===== src/rtl/controle_esteira.sv =====
// rtl/controle_esteira.sv - bottle conveyor/filling initiator for the sealing handshake
//
// Moves one bottle at a time through fill and seal positions, presents
// gar/pos to the sealing FSM, waits for done/alarme, ejects and counts.
// All outputs are registered from the next state (Moore, no output glitches).
//
// Ports:
//   clk           system clock, rising edge
//   reset         asynchronous active-high reset
//   start, stop   run request / finish-current-bottle request (levels)
//   done, alarme  sealing FSM status inputs
//   motor         conveyor motor enable
//   valvula       filling valve open
//   gar, pos      bottle present / bottle held at sealing station
//   erro          sticky seal-timeout flag
//   cont_garrafas sealed bottle count (8-bit, wraps)
//   cont_duzias   completed dozen count (8-bit, wraps)
//   duzia         one-cycle pulse when a dozen completes

module controle_esteira #(
    parameter int MOVE_CYCLES  = 4,
    parameter int FILL_CYCLES  = 6,
    parameter int SEAL_TIMEOUT = 32,
    parameter int DOZEN        = 12
) (
    input  logic       clk,
    input  logic       reset,
    input  logic       start,
    input  logic       stop,
    input  logic       done,
    input  logic       alarme,
    output logic       motor,
    output logic       valvula,
    output logic       gar,
    output logic       pos,
    output logic       erro,
    output logic [7:0] cont_garrafas,
    output logic [7:0] cont_duzias,
    output logic       duzia
);

    localparam logic [7:0] MOVE_LAST = 8'(MOVE_CYCLES - 1);
    localparam logic [7:0] FILL_LAST = 8'(FILL_CYCLES - 1);
    localparam logic [7:0] SEAL_LAST = 8'(SEAL_TIMEOUT - 1);
    localparam logic [7:0] DZ_LAST   = 8'(DOZEN - 1);

    typedef enum logic [2:0] {
        S_IDLE,
        S_MOVE_FILL,
        S_FILL,
        S_MOVE_SEAL,
        S_WAIT_SEAL,
        S_HALT,
        S_EJECT
    } state_t;

    state_t     state;
    state_t     state_next;
    logic [7:0] timer;
    logic [7:0] dz_cnt;
    logic       timed;
    logic       erro_set;
    logic       count_en;
    logic       run_ok;

    assign run_ok = start && !stop;

    always_comb begin
        state_next = state;
        timed      = 1'b0;
        erro_set   = 1'b0;
        count_en   = 1'b0;
        case (state)
            S_IDLE: begin
                if (run_ok && !erro) state_next = S_MOVE_FILL;
            end
            S_MOVE_FILL: begin
                timed = 1'b1;
                if (timer == MOVE_LAST) state_next = S_FILL;
            end
            S_FILL: begin
                timed = 1'b1;
                if (timer == FILL_LAST) state_next = S_MOVE_SEAL;
            end
            S_MOVE_SEAL: begin
                timed = 1'b1;
                if (timer == MOVE_LAST) state_next = S_WAIT_SEAL;
            end
            S_WAIT_SEAL: begin
                timed = 1'b1;
                // alarme outranks done so a simultaneous pair parks in HALT
                if (alarme) begin
                    state_next = S_HALT;
                end else if (done) begin
                    state_next = S_EJECT;
                end else if (timer == SEAL_LAST) begin
                    erro_set   = 1'b1;
                    state_next = S_HALT;
                end
            end
            S_HALT: begin
                // a timeout error is only cleared by reset
                if (!erro && !alarme) state_next = S_WAIT_SEAL;
            end
            S_EJECT: begin
                timed = 1'b1;
                if (timer == MOVE_LAST) begin
                    count_en   = 1'b1;
                    state_next = run_ok ? S_MOVE_FILL : S_IDLE;
                end
            end
            default: state_next = S_IDLE;
        endcase
    end

    always_ff @(posedge clk or posedge reset) begin
        if (reset) begin
            state <= S_IDLE;
            timer <= 8'd0;
        end else begin
            state <= state_next;
            if (state_next != state) timer <= 8'd0;
            else if (timed)          timer <= timer + 8'd1;
        end
    end

    // outputs decoded from the next state so they are valid in the entry cycle
    always_ff @(posedge clk or posedge reset) begin
        if (reset) begin
            motor   <= 1'b0;
            valvula <= 1'b0;
            gar     <= 1'b0;
            pos     <= 1'b0;
            erro    <= 1'b0;
        end else begin
            motor   <= (state_next == S_MOVE_FILL) || (state_next == S_MOVE_SEAL) ||
                       (state_next == S_EJECT);
            valvula <= (state_next == S_FILL);
            gar     <= (state_next == S_WAIT_SEAL) || (state_next == S_HALT) ||
                       (state_next == S_EJECT);
            pos     <= (state_next == S_WAIT_SEAL) || (state_next == S_HALT);
            erro    <= erro || erro_set;
        end
    end

    // dz_cnt tracks bottles mod DOZEN independently of the wrapping 8-bit count
    always_ff @(posedge clk or posedge reset) begin
        if (reset) begin
            cont_garrafas <= 8'd0;
            cont_duzias   <= 8'd0;
            dz_cnt        <= 8'd0;
            duzia         <= 1'b0;
        end else begin
            duzia <= 1'b0;
            if (count_en) begin
                cont_garrafas <= cont_garrafas + 8'd1;
                if (dz_cnt == DZ_LAST) begin
                    dz_cnt      <= 8'd0;
                    cont_duzias <= cont_duzias + 8'd1;
                    duzia       <= 1'b1;
                end else begin
                    dz_cnt <= dz_cnt + 8'd1;
                end
            end
        end
    end

endmodule


===== config.mk =====
export PLATFORM = sky130hd
export DESIGN_NAME = controle_esteira
export DESIGN_NICKNAME = d
export VERILOG_FILES = /design/src/rtl/controle_esteira.sv
export SDC_FILE = /design/constraint.sdc
export NUM_CORES = 1
export LEC_CHECK = 0
export CORE_MARGIN = 5
export CORE_UTILIZATION = 38
export DETAILED_ROUTE_END_ITERATION = 8
export GPL_ROUTABILITY_DRIVEN = 0
export GPL_TIMING_DRIVEN = 1
export SYNTH_ARGS = -nofsm -noshare
export SYNTH_HDL_FRONTEND = slang
export SYNTH_SLANG_ARGS = --single-unit

===== constraint.sdc =====
create_clock -name clk -period 2.51 [get_ports clk]
set_clock_uncertainty 0.05 [all_clocks]
set_input_delay 0.502 -clock clk [delete_from_list [all_inputs] [get_ports clk]]
set_output_delay 0.502 -clock clk [all_outputs]
set_load 0.02 [all_outputs]

==> impl_metrics.json <==
{
  "status": "complete, no violations",
  "synth_ff_type": "dfrtp_1",
  "wl_per_cell_um": 13.9,
  "drive_gt1_frac": 0.143,
  "max_slew_margin": 0.500,
  "netlist_instances": 176,
  "postCtsHoldBufs": 0,
  "ant_nets": 0,
  "finalCritPeriodShare": 0.940,
  "antenna_cells": 0,
  "grt_max_degree": 42,
  "synth_area_mm2": 0.00203,
  "synth_area_leaders": "dfrtp_1 51%, xnor2_1 6.0%, xor2_1 5.6%",
  "synth_edf_count": 0,
  "critPathRequiredTime_ns": 2.66,
  "synth.distinct_cells": 43,
  "start_util": 0.395,
  "grt-busiest-layer": "met2",
  "dieArea_mm2": 0.00690,
  "routed_wl_um": 3890,
  "synth-seq-cells": 41,
  "tritoncts": "yes",
  "io_buffers": 27,
  "vias": 1428,
  "post_cts_resized": 0,
  "ys_warn_count": 0,
  "p_total_mw": 1.89,
  "seq_area_frac_synth": 0.506,
  "grt-ovfl-total": 0,
  "dpl.hpwl_um": 2800,
  "nFillCells": 512,
  "die_w_um": 83.1,
  "grt_use_met1": 0.153,
  "avgSynthCellArea_um2": 11.5,
  "std_cell_rows": 26,
  "grt_pass1_vias": 1476,
  "utilization": 0.484,
  "setup_viol": 0,
  "hold_class": "reg2reg",
  "grtUsageMet3": 0.0307,
  "clock.fmax_mhz": 424,
  "drt_iter0_drc": 71,
  "crit_type": "reg2reg",
  "grt_use_met2": 0.199,
  "async_reset_ff_frac": 1.00,
  "preCtsSetupSlack_ns": 0.118,
  "slew_violations": 0,
  "path_clk_slew_ns": 0.08,
  "cts_sinks": 41,
  "crit_chain": "ha_2 -> or4b_4 -> nand2b_4 -> a221oi_4 -> nand4_4 -> a221oi_2",
  "synth_top_area_cell": "dfrtp_1",
  "multi_input_area_um2": 942,
  "drc": 0,
  "synth.most_common_cell": "dfrtp_1",
  "cp.arrival_ns": 2.51,
  "worstSetupEndpointType": "flip-flop",
  "finalSetupTns_ns": 0,
  "grt_pass1_wl_um": 6990,
  "seq_area_mm2": 0.00103,
  "die_y_um": 83.1,
  "antenna_found_initial": 0,
  "vias_per_cell": 5.10,
  "area.growth.synth_to_final_pct": 22.7,
  "worstHoldStart": "cont_garrafas[7]$_DFFE_PP0P_",
  "top_level_ports": 28,
  "post_cts_buffers": 0,
  "clk_latency_ns": 0.30,
  "cts_buffers": 5,
  "final.min_clock_period_ns": 2.36,
  "cap_violations": 0,
  "slowest_stage": "or4b_4",
  "p_per_area_mw_per_mm2": 761,
  "p_leak_nw": 1.12,
  "tightest_slew_ns": 0.751,
  "path_max_fanout": 8,
  "dr.pass1.iters": 4,
  "timing.critical_path.from": "timer[1]$_DFFE_PP0P_",
  "cts_max_level": 2,
  "netlist.area_leader.share": 0.506,
  "vdd_ir_drop_max_v": 0.000298,
  "cts_root_buffer": "clkbuf_8",
  "hold_viol": 0,
  "worstReg2RegStart": "timer[1]$_DFFE_PP0P_",
  "worst_slack_ns": 0.149,
  "critPathLaunchType": "flip-flop",
  "syn_nets": 187,
  "slowest_delay_ns": 0.51,
  "core-area_mm2": 0.00514,
  "grt_usage": 0.123,
  "finalNetCount": 220,
  "synth_common_cells": "41 x dfrtp_1, 14 x nand4_1, 14 x xnor2_1",
  "clk_path_buf_depth": 2,
  "rsz0062_at_grt": "false"
}
-- layout make-up --
class,instances,area share
Clock buffer,5,0.0277
Clock inverter,3,0.0176
Inverter,5,0.00754
Multi-Input combinational cell,125,0.379
Sequential cell,41,0.413
Tap cell,70,0.0352
Timing Repair Buffer,31,0.121
-- cell usage in the layout (no fill, tap or decap), types with 2 or more instances in the layout --
| master | n |
|---|---|
| buf_4 | 4 |
| xnor2_1 | 14 |
| and3_1 | 4 |
| ha_1 | 4 |
| xor2_1 | 13 |
| clkbuf_8 | 5 |
| nand3_1 | 4 |
| nor3_1 | 3 |
| nor2_1 | 11 |
| o21ai_0 | 2 |
| dfrtp_1 | 40 |
| inv_1 | 5 |
| o211ai_1 | 2 |
| nand2_1 | 10 |
| a21oi_1 | 9 |
| clkdlybuf4s50_1 | 27 |
| mux2_2 | 5 |
| nand4_1 | 14 |
| nor3b_1 | 2 |
| nand2b_1 | 2 |
| nor4_1 | 2 |
-- where the power goes --
| part | internal, mW | leakage [nW] | switching (mW) |
|---|---|---|---|
| registers | 0.728 | 0.560 | 0.0956 |
| logic | 0.241 | 0.505 | 0.293 |
| clock network | 0.298 | 0.0585 | 0.239 |
-- final timing paths --
kind                       depth (start not counted)  slack, ns                      endpoint
max in group asynchronous                          3       1.45          timer[0]$_DFFE_PP0P_
min in group asynchronous                          3       0.58         dz_cnt[7]$_DFFE_PP0P_
setup / recovery                                   6       0.15          timer[1]$_DFFE_PP0P_
setup reg to reg                                   6       0.15          timer[1]$_DFFE_PP0P_
hold / removal                                     1       0.43  cont_garrafas[7]$_DFFE_PP0P_
hold reg to reg                                    1       0.43  cont_garrafas[7]$_DFFE_PP0P_
-- stage by stage --
| step | instances | instance area, um^2 | hold WS [ns] |
|---|---|---|---|
| final | 280 | 2490 | 0.430 |
| after global routing | 280 | 2490 | 0.451 |
| after CTS | 280 | 2480 | 0.436 |
| after detailed placement | 272 | 2370 | 0.421 |
| after global placement | 272 | 2370 | 0.411 |
| after floorplan | 176 | 2030 | 0.392 |
-- state kept, by name, summed over array words and instances (netlist names) --
name           flops
cont_duzias        8
cont_garrafas      8
dz_cnt             8
timer              8
state              3
duzia              1
erro               1
gar                1
motor              1
pos                1
valvula            1
-- routing by layer --
layer / vias to the layer above / wire (um)
li1: 696 / -
met1: 688 / 1760
met2: 34 / 1890
met3: 10 / 157
met4: 0 / 78
met5: - / 0
-- worst max-delay path, delay by kind of cell, from the launching register on --
kind / cells / cell delay [ns]
adders and majority gates: 1 / 0.24
and+or+nand+nor: 3 / 0.90
AOI/OAI and AO/OA: 2 / 0.65
DFF: 1 / 0.43
-- cell families (layout without fill, tap and decap cells) --
logic type | after synthesis | after routing | synth area share
multiplexers | 5 | 5 | 0.0278
AO/OA/AOI/OAI | 22 | 22 | 0.0839
adder cells (fa/ha/maj) | 5 | 5 | 0.0308
flip-flops | 41 | 41 | 0.506
buffers and inverters | 10 | 44 | 0.0308
AND/OR/NAND/NOR | 66 | 66 | 0.204
XOR/XNOR | 27 | 27 | 0.117
Note: power is estimated with default switching activity, not from simulation.
